--- config.mk ---
export PLATFORM = sky130hd
export DESIGN_NAME = day1_line_parser
export DESIGN_NICKNAME = d
export VERILOG_FILES = /design/src/rtl/day1_pkg.sv /design/src/rtl/day1_dec_accum.sv /design/src/rtl/day1_line_parser.sv
export SDC_FILE = /design/constraint.sdc
export NUM_CORES = 1
export LEC_CHECK = 0
export ABC_AREA = 1
export CAP_MARGIN = 20
export CELL_PAD_IN_SITES_DETAIL_PLACEMENT = 1
export CELL_PAD_IN_SITES_GLOBAL_PLACEMENT = 1
export CORE_ASPECT_RATIO = 2
export CORE_MARGIN = 8
export CORE_UTILIZATION = 30
export CTS_BUF_LIST = sky130_fd_sc_hd__clkbuf_8 sky130_fd_sc_hd__clkbuf_16
export DETAILED_ROUTE_END_ITERATION = 10
export GPL_TIMING_DRIVEN = 0
export HOLD_SLACK_MARGIN = 0.02
export PLACE_DENSITY_LB_ADDON = 0.3
export SLEW_MARGIN = 20
export SYNTH_ARGS = -nofsm -noshare
export SYNTH_HDL_FRONTEND = slang
export SYNTH_SLANG_ARGS = --single-unit
export TNS_END_PERCENT = 5
--- constraint.sdc ---
create_clock -name clock -period 6.95 [get_ports clock]
set_input_delay 2.085 -clock clock [delete_from_list [all_inputs] [get_ports clock]]
set_output_delay 2.085 -clock clock [all_outputs]
set_load 0.1 [all_outputs]
--- src/rtl/day1_pkg.sv ---
// Shared types and ASCII constants for the day-1 puzzle front end.
package day1_pkg;

    typedef enum logic [2:0] {
        S_INIT = 3'd0,
        S_DIR  = 3'd1,
        S_NUM  = 3'd2,
        S_SKIP = 3'd3,
        S_EMIT = 3'd4,
        S_DONE = 3'd5
    } parse_state_t;

    localparam logic [7:0] ASCII_L  = 8'h4C;
    localparam logic [7:0] ASCII_R  = 8'h52;
    localparam logic [7:0] ASCII_0  = 8'h30;
    localparam logic [7:0] ASCII_9  = 8'h39;
    localparam logic [7:0] ASCII_LF = 8'h0A;
    localparam logic [7:0] ASCII_CR = 8'h0D;
    localparam logic [7:0] ASCII_SP = 8'h20;

    function automatic logic is_digit(input logic [7:0] b);
        return (b >= ASCII_0) && (b <= ASCII_9);
    endfunction

    function automatic logic is_eol(input logic [7:0] b);
        return (b == ASCII_LF) || (b == ASCII_CR);
    endfunction

endpackage

--- src/rtl/day1_dec_accum.sv ---
// Saturating decimal accumulator; value is the post-update result so the
// parser can capture it on the same edge that consumes the final digit.
module day1_dec_accum
    import day1_pkg::*;
#(
    parameter int WIDTH = 16
) (
    input  logic             clock,
    input  logic             reset,
    input  logic             clear,
    input  logic             digit_en,
    input  logic [3:0]       digit,
    output logic [WIDTH-1:0] value,
    output logic             sat,
    output logic             has_digit
);

    logic [WIDTH-1:0] acc_r;
    logic             has_digit_r;
    logic [WIDTH+3:0] wide_s;
    logic             ovf_s;

    assign wide_s    = ({4'd0, acc_r} << 3) + ({4'd0, acc_r} << 1) + {{WIDTH{1'b0}}, digit};
    assign ovf_s     = |wide_s[WIDTH+3:WIDTH];
    assign has_digit = has_digit_r;

    // Next accumulator value and overflow flag for the current digit
    always_comb begin
        value = acc_r;
        sat   = 1'b0;
        if (clear) begin
            value = {WIDTH{1'b0}};
        end else if (digit_en) begin
            sat   = ovf_s;
            value = ovf_s ? {WIDTH{1'b1}} : wide_s[WIDTH-1:0];
        end else begin
            value = acc_r;
        end
    end

    // Accumulator and has-digit registers
    always_ff @(posedge clock or posedge reset) begin
        if (reset) begin
            acc_r       <= {WIDTH{1'b0}};
            has_digit_r <= 1'b0;
        end else begin
            acc_r <= value;
            if (clear) begin
                has_digit_r <= 1'b0;
            end else begin
                has_digit_r <= has_digit_r | digit_en;
            end
        end
    end

endmodule

--- src/rtl/day1_line_parser.sv ---
// Turns an ASCII byte stream of "L68"/"R48" lines into the day1_puzzle
// init/valid/rotation/rotate_amount command stream.
module day1_line_parser
    import day1_pkg::*;
#(
    parameter int WIDTH     = 16,
    parameter int START_POS = 50,
    parameter int DIAL_MAX  = 99
) (
    input  logic             clock,
    input  logic             reset,
    input  logic             in_valid,
    input  logic [7:0]       in_data,
    input  logic             in_last,
    output logic             in_ready,
    output logic             init,
    output logic             valid,
    input  logic             ready,
    output logic             rotation,
    output logic [WIDTH-1:0] rotate_amount,
    output logic [WIDTH-1:0] max_number,
    output logic             done,
    output logic             error,
    output logic [WIDTH-1:0] cmd_count
);

    parse_state_t     state_r, state_next_s;
    logic             started_r, end_r;
    logic             in_ready_r, init_r, valid_r, rotation_r, done_r, error_r;
    logic [WIDTH-1:0] rotate_amount_r, cmd_count_r;

    logic             accept_s, cmd_accept_s, is_dir_s;
    logic             rot_load_s, acc_clear_s, digit_en_s, error_set_s;
    logic [WIDTH-1:0] acc_value_s;
    logic             acc_sat_s, acc_has_digit_s;

    assign accept_s     = in_valid && in_ready_r;
    assign cmd_accept_s = valid_r && ready;
    assign is_dir_s     = (in_data == ASCII_L) || (in_data == ASCII_R);

    day1_dec_accum #(.WIDTH(WIDTH)) u_accum (
        .clock     (clock),
        .reset     (reset),
        .clear     (acc_clear_s),
        .digit_en  (digit_en_s),
        .digit     (in_data[3:0]),
        .value     (acc_value_s),
        .sat       (acc_sat_s),
        .has_digit (acc_has_digit_s)
    );

    // Next-state and per-byte actions; in_last always forces the end path
    always_comb begin
        state_next_s = state_r;
        rot_load_s   = 1'b0;
        acc_clear_s  = 1'b0;
        digit_en_s   = 1'b0;
        error_set_s  = 1'b0;
        case (state_r)
            S_INIT: begin
                // Hold one extra edge after reset so init lands as a registered pulse
                if (started_r) state_next_s = S_DIR;
                else           state_next_s = S_INIT;
            end
            S_DIR: begin
                if (!accept_s) begin
                    state_next_s = S_DIR;
                end else if (is_dir_s) begin
                    rot_load_s   = 1'b1;
                    acc_clear_s  = 1'b1;
                    state_next_s = in_last ? S_DONE : S_NUM;
                end else if (is_eol(in_data) || (in_data == ASCII_SP)) begin
                    state_next_s = in_last ? S_DONE : S_DIR;
                end else begin
                    error_set_s  = 1'b1;
                    state_next_s = in_last ? S_DONE : S_SKIP;
                end
            end
            S_NUM: begin
                if (!accept_s) begin
                    state_next_s = S_NUM;
                end else if (is_digit(in_data)) begin
                    digit_en_s   = 1'b1;
                    state_next_s = in_last ? S_EMIT : S_NUM;
                end else if (is_eol(in_data)) begin
                    if (acc_has_digit_s) begin
                        state_next_s = S_EMIT;
                    end else begin
                        error_set_s  = 1'b1;
                        state_next_s = in_last ? S_DONE : S_DIR;
                    end
                end else begin
                    error_set_s  = 1'b1;
                    state_next_s = in_last ? S_DONE : S_SKIP;
                end
            end
            S_SKIP: begin
                if (!accept_s)                  state_next_s = S_SKIP;
                else if (in_last)               state_next_s = S_DONE;
                else if (in_data == ASCII_LF)   state_next_s = S_DIR;
                else                            state_next_s = S_SKIP;
            end
            S_EMIT: begin
                if (cmd_accept_s) state_next_s = end_r ? S_DONE : S_DIR;
                else              state_next_s = S_EMIT;
            end
            S_DONE:  state_next_s = S_DONE;
            default: state_next_s = S_INIT;
        endcase
    end

    // State plus registered outputs decoded from the next state
    always_ff @(posedge clock or posedge reset) begin
        if (reset) begin
            state_r         <= S_INIT;
            started_r       <= 1'b0;
            end_r           <= 1'b0;
            in_ready_r      <= 1'b0;
            init_r          <= 1'b0;
            valid_r         <= 1'b0;
            rotation_r      <= 1'b0;
            rotate_amount_r <= {WIDTH{1'b0}};
            done_r          <= 1'b0;
            error_r         <= 1'b0;
            cmd_count_r     <= {WIDTH{1'b0}};
        end else begin
            state_r    <= state_next_s;
            started_r  <= 1'b1;
            end_r      <= end_r | (accept_s && in_last);
            in_ready_r <= (state_next_s == S_DIR) || (state_next_s == S_NUM) ||
                          (state_next_s == S_SKIP);
            init_r     <= (state_next_s == S_INIT);
            valid_r    <= (state_next_s == S_EMIT);
            done_r     <= (state_next_s == S_DONE);
            error_r    <= error_r | error_set_s | acc_sat_s;
            if (rot_load_s) begin
                rotation_r <= (in_data == ASCII_R);
            end else begin
                rotation_r <= rotation_r;
            end
            if (state_next_s == S_INIT) begin
                rotate_amount_r <= WIDTH'(START_POS);
            end else if ((state_next_s == S_EMIT) && (state_r != S_EMIT)) begin
                rotate_amount_r <= acc_value_s;
            end else begin
                rotate_amount_r <= rotate_amount_r;
            end
            if (cmd_accept_s) begin
                cmd_count_r <= cmd_count_r + WIDTH'(1'b1);
            end else begin
                cmd_count_r <= cmd_count_r;
            end
        end
    end

    assign in_ready      = in_ready_r;
    assign init          = init_r;
    assign valid         = valid_r;
    assign rotation      = rotation_r;
    assign rotate_amount = rotate_amount_r;
    assign max_number    = WIDTH'(DIAL_MAX);
    assign done          = done_r;
    assign error         = error_r;
    assign cmd_count     = cmd_count_r;

endmodule

======== Word level (Yosys, flattened, before mapping) ========
Index checks and enable logic that the tools add are counted.
word-level totals
  bits in registers ....................... 60
  output and inout bits ................... 54
operators by class
  add/subtract/negate cells ............... 3
  magnitude comparators ................... 2
  equal/unequal tests ..................... 16
  muxes and demuxes ....................... 40
  bitwise gates (word level) .............. 4
  reduce and logical (&&, ||, !) cells .... 14
operators by type and width
  cell                     count
  $mux W16                 5
  $mux W3                  15
  $add A19 B17 Y20         1
  $add A20 B4 Y20          1
  $pmux W3 S6              1
  $mux W1                  17
  $add A16 B1 Y16 const B  1
  $eq A8 B4 Y1 const B     2
  $eq A8 B7 Y1 const B     2
  $eq A3 B2 Y1 const B     4
  $eq A3 B3 Y1 const B     4
  $eq A8 B6 Y1 const B     1
  $ge A8 B6 Y1 const B     1
  $le A8 B6 Y1 const B     1
  $eq A3 B1 Y1 const B     2
  $logic_not A3 Y1         2
  $logic_and A1 B1 Y1      5
  $logic_or A1 B1 Y1       5
  $or A1 B1 Y1             4
  $reduce_or A4 Y1         1
  $ne A3 B3 Y1 const B     1
  $mux W2                  1
  $pmux W1 S2              1
  $reduce_bool A2 Y1       1

======== Depth between registers and ports, before layout ========
Gate-level depths: netlist of the first run.
  depth after elaboration ................. 11
  gate-level depth with buffers ........... 18
  depth with buffers taken out ............ 17

======== Cells and area by module ========
Synthesis of the first run repeated with hierarchy kept, for this count alone.
unflattened totals
  cell total of the unflattened synthesis .. 655
  area total of the unflattened synthesis .. 4,772.1 µm²
modules (own cells, without submodules)
  module            instances  cells an instance  area an instance (µm²)  seq. area each (µm²)
  day1_line_parser  1          291                2,419.8                 1,076.0
  day1_dec_accum    1          364                2,352.3                 425.4

======== Least setup slack after synthesis of the first run ========
Ideal clock, no wire load.
  path type ............................... input-to-reg
  start point ............................. input in_data[3]
  end point ............................... register rotate_amount_r[6], in the netlist rotate_amount[6]
  setup time .............................. 0.120 ns
  arrival time ............................ 4.172 ns
  data required time ...................... 6.830 ns
  slack ................................... 2.658 ns
  stages .................................. 16
  path buffers ............................ 1
  path through ............................ fa_1 > inv_1 > fa_1 > inv_1 > nand3_2 > nand2_2 > nand2_2 > nand2_2 > nand2_2 > nand3_2 > nand2_2 > nor2_4 > buf_6 > nand3b_1 > nand3_1 > nand2_1
between the ends
  cells in the longest elaborated chain, start to end .. 10
ends and longest elaborated chain
  element                                                   RTL line                 text
  start: declaration                                        day1_line_parser.sv:13   input logic [7:0] in_data,
  branches (longest 10 deep; another with $add A20 B4 Y20)  n/a
  end signal: assignment                                    day1_line_parser.sv:142  rotate_amount_r <= WIDTH'(START_POS);
  end signal: assignment                                    day1_line_parser.sv:144  rotate_amount_r <= acc_value_s;
  end signal: assignment                                    day1_line_parser.sv:146  rotate_amount_r <= rotate_amount_r;
  end: declaration                                          day1_line_parser.sv:30   logic [WIDTH-1:0] rotate_amount_r, cmd_count_r;
Several ways; the timed one is not identified. The select of a mux whose other input is x is not followed.
A chain may end at the register's enable or synchronous reset.

======== Worst setup path after layout of the first run ========
  start point ............................. input in_data[3]
  end point ............................... register rotate_amount_r[11], in the netlist rotate_amount[11]
Same word-level chain as after synthesis.

==> results of run 1 <==
[critical path, delay by kind of cell]
family / cells / cell delay [ns]
fa+ha+maj: 2 / 1.04
buf+inv: 4 / 0.88
simple gates: 11 / 1.11
[per-layer routing]
| layer | vias up | part of all wire | global-route usage |
|---|---|---|---|
| met3 | 17 | 0.024 | 0.0157 |
| met1 | 1948 | 0.35 | 0.131 |
| met5 | - | 0 | 0 |
| met4 | 0 | 0.028 | 0.0699 |
| li1 | 1979 | - | - |
| met2 | 63 | 0.60 | 0.301 |
[cell families after synthesis]
kind of cell             share of synthesized area
XOR/XNOR                                    0.0401
adder cells (fa/ha/maj)                      0.101
AO/OA/AOI/OAI                               0.0688
AND/OR/NAND/NOR                              0.315
other                                      0.00172
flip-flops                                   0.344
buffers and inverters                        0.130
[how the worst max path moves through the flow]
stage	slack, ns	start	end	depth (start not counted)
after floorplan	2.66	in_data[3]	rotate_amount[6]$_DFFE_PP0P_	16
after global placement	1.75	in_data[3]	rotate_amount[10]$_DFFE_PP0P_	17
after detailed placement	1.67	in_data[3]	rotate_amount[11]$_DFFE_PP0P_	17
after CTS	1.99	in_data[3]	rotate_amount[11]$_DFFE_PP0P_	17
after global routing	1.76	in_data[3]	rotate_amount[11]$_DFFE_PP0P_	17
final	2.03	in_data[3]	rotate_amount[11]$_DFFE_PP0P_	17
[layout make-up]
type                       instances  area [sq um]
fill                            1838          8810
multi-input combinational        422          2360
clock inverter                     5          47.5
inverter                         104           395
tap                              192           240
buffer                            23           173
clock buffer                       9           225
sequential                        60          1500
timing repair buffer              51           528
[power groups by stage]
| stage | Clock [mW] | Combinational, mW | Sequential [mW] |
|---|---|---|---|
| 3_5_place_dp | 0 | 0.723 | 0.454 |
| 6_report | 0.418 | 0.714 | 0.448 |
| 2_1_floorplan | 0 | 0.330 | 0.659 |
| 4_1_cts | 0.429 | 0.724 | 0.449 |
| 5_1_grt | 0.446 | 0.765 | 0.456 |
| 3_3_place_gp | 0 | 0.699 | 0.451 |
[state kept, by name, summed over array words and instances (netlist names), 3 cells and up]
register / count
state_r: 3
rotate_amount: 16
cmd_count: 16
u_accum.acc_r: 16
[placed cells by master, fill, tap and decap left out, drive strengths merged, types with 21 or more instances in the layout]
cell type,n
a21oi,21
nand3,51
nor2,55
buf,21
clkdlybuf4s50,50
ha,32
o21ai,31
dfrtp,60
inv,106
nand2,165
[through the flow]
stage | instance area, sq um | total power [mW] | util
CTS | 5470 | 1.60 | 0.383
global placement | 5160 | 1.15 | 0.362
detailed placement | 5190 | 1.18 | 0.364
floorplan | 4420 | 0.989 | -
global route | 5470 | 1.67 | 0.383
finish | 5470 | 1.58 | 0.383
==> flow_summary_export.csv, run 1 <==
group,metric,value,unit
synthesis,synth_top_area_frac,0.344,
timing,max-slew-margin-rel,0.308,
min_path,hold_start,"cmd_count[15]$_DFFE_PP0P_",
cts,clock_path_buffers,2,
worst_setup_path,timing.rr.end,"rotate_amount[11]$_DFFE_PP0P_",
die,die_w,101,um
die,die_area,18900,sq um
min_path,whs_endpoint,"cmd_count[15]$_DFFE_PP0P_",
timing,fin_crit,4.92,ns
worst_setup_path,critical_path.max_stage_delay,0.60,ns
cts,holdBufCountCts,0,
pwr,seq_power_share,0.283,
grt,grt_max_degree,56,
routing,drt-total-wl,13.0,mm
synthesis,ys_seq_area_frac,0.344,
cts,cts_tree,"done",
cts,clock_latency,0.32,ns
worst_setup_path,reg2reg_from,"u_accum.acc_r[0]$_DFF_PP0_",
synthesis,synth_area,4370,sq um
placed_design,dp_slack,1.67,ns
cts,cts_made_buffers,9,
routing,dr.first_iter.drc_count,69,
die,core_area,14300,sq um
timing,clock_skew,0.00503,ns
worst_setup_path,start_kind,"input port",
grt,antenna_found_initial,0,
cts,h-tree-depth,3,
synthesis,synthTopCellsByArea,"dfrtp_1 34%, nand2_1 13%, ha_1 9.2%",
min_path,hold_path.class,"register to register",
grt,grt_pass1_wl,21.8,mm
pwr,irDropWorstVdd,0.115,mV
synthesis,synth_edf_count,0,
pwr,power_frac_clock,0.265,
synthesis,synth_most_common_cell,"nand2_1",
layout,final_cells,866,
synthesis,synthTopCellsByCount,"148 x nand2_1, 100 x inv_1, 60 x dfrtp_1",
timing,fin_tns_setup,0,ns
cts,cts_root_buffer,"clkbuf_16",
worst_setup_path,cp_slowest_cell,"fa_1",
timing,setup_ws,2.03,ns
worst_setup_path,r2r_slack,3.94,ns
worst_setup_path,required,7.16,ns
synthesis,yosysTopAreaCell,"dfrtp_1",
die,initial_core_util,0.306,
cts,postCtsSetupRepairBufs,0,
synthesis,ys_ff_latch,60,
synthesis,syn_inst,594,
pwr,comb_power_share,0.452,
pwr,leakagePower,3.13,nW
timing,max_freq,203,MHz
cts,clock-sinks,60,
worst_setup_path,r2r_cells,16,
timing,whs,0.475,ns
routing,route.vias.total,4007,
worst_setup_path,path_max_fanout,10,
pwr,switching_share,0.458,
routing,drc_errors,0,
routing,ant_nets,0,
worst_setup_path,critical_path_class,"input port to register",
synthesis,synthArstFlopShare,1.00,
timing,worst-slew-pin-transition,1.03,ns
worst_setup_path,arrival,5.13,ns
job,cap_violations,0,
placed_design,dpl.hpwl,11.0,mm
synthesis,yosysUniqueCellTypes,41,
layout,insertedDiodeCount,0,
cts,clk_pin_slew_worst_paths,0.05,ns
worst_setup_path,critical_path.most_common_cell,"nand2_2",
synthesis,ys.flop_type,"dfrtp_1",
placed_design,gp_congestion,0.871,
pwr,p_per_area,289,nW/um^2
layout,syn_to_final_growth,25.2,%
grt,grt_overflow,0,
placed_design,dp.cells,852,
pwr,p_sw,0.724,mW
timing,period_share,0.708,
routing,viasPerCell,4.63,
min_path,whs_path_depth,1,
grt,grt_pass1_vias,4461,
layout,final_nets,718,
die,ios,67,
worst_setup_path,endpoint_kind,"register",
timing,rsz0062_at_grt,"false",
timing,hold_violations,0,
worst_setup_path,crit_chain,"clkdlybuf4s50_1 -> fa_1 -> inv_1 -> fa_1 -> inv_1 -> nand3_2 -> nand2_2 -> nand2_2 -> nand2_2 -> nand2_2 -> nand3_2 -> nand2_2 -> nor2_4 -> buf_6 -> nand3_1 -> nand3_1 -> nand2_1",
layout,layout-drive-gt1-share,0.122,
timing,finalSetupViolations,0,
pwr,p_int,0.856,mW
die,die_h,187,um
synthesis,ys_warn_count,0,
grt,grt_util_all_layers,0.147,
timing,drv_slew,0,
die,rows,62,
synthesis,syn_avg_cell_area,7.35,sq um
placed_design,numPortBuffers,50,
routing,firstDrtPassIters,6,
routing,routedWlPerCell,15.1,um
cts,cts_resized,0,
run_status,status,"finished, final reports clean",
Power figures use the tool's default switching activity.
==> run 2, diff against run 1 <==
==> constraint.sdc (replaced) <==
create_clock -name clock -period 4.8 [get_ports clock]
set_input_delay 1.44 -clock clock [delete_from_list [all_inputs] [get_ports clock]]
set_output_delay 1.44 -clock clock [all_outputs]
set_load 0.1 [all_outputs]
==> results of run 2 <==
Same layout as run 1 (identical final DEF). Status: finished, final reports clean.
Among the figures that moved: setup slack after placement 1.67 ns -> 0.161 ns; setup slack after layout 2.03 ns -> 0.522 ns; register-to-register setup slack 3.94 ns -> 1.79 ns; total power 1.58 mW -> 2.29 mW; worst IR drop on VDD 0.115 mV -> 0.167 mV
==> run 3, diff against run 2 <==
--- a/config.mk
+++ b/config.mk
@@ -17,6 +17,7 @@
 export GPL_TIMING_DRIVEN = 0
 export HOLD_SLACK_MARGIN = 0.02
 export PLACE_DENSITY_LB_ADDON = 0.3
+export SETUP_SLACK_MARGIN = 0.02
 export SLEW_MARGIN = 20
 export SYNTH_ARGS = -nofsm -noshare
 export SYNTH_HDL_FRONTEND = slang
==> results of run 3 <==
Same layout as run 1 (identical final DEF). Status: finished, final reports clean.
Among the figures that moved: setup slack after placement 1.67 ns -> 0.161 ns; setup slack after layout 2.03 ns -> 0.522 ns; register-to-register setup slack 3.94 ns -> 1.79 ns; total power 1.58 mW -> 2.29 mW; worst IR drop on VDD 0.115 mV -> 0.167 mV
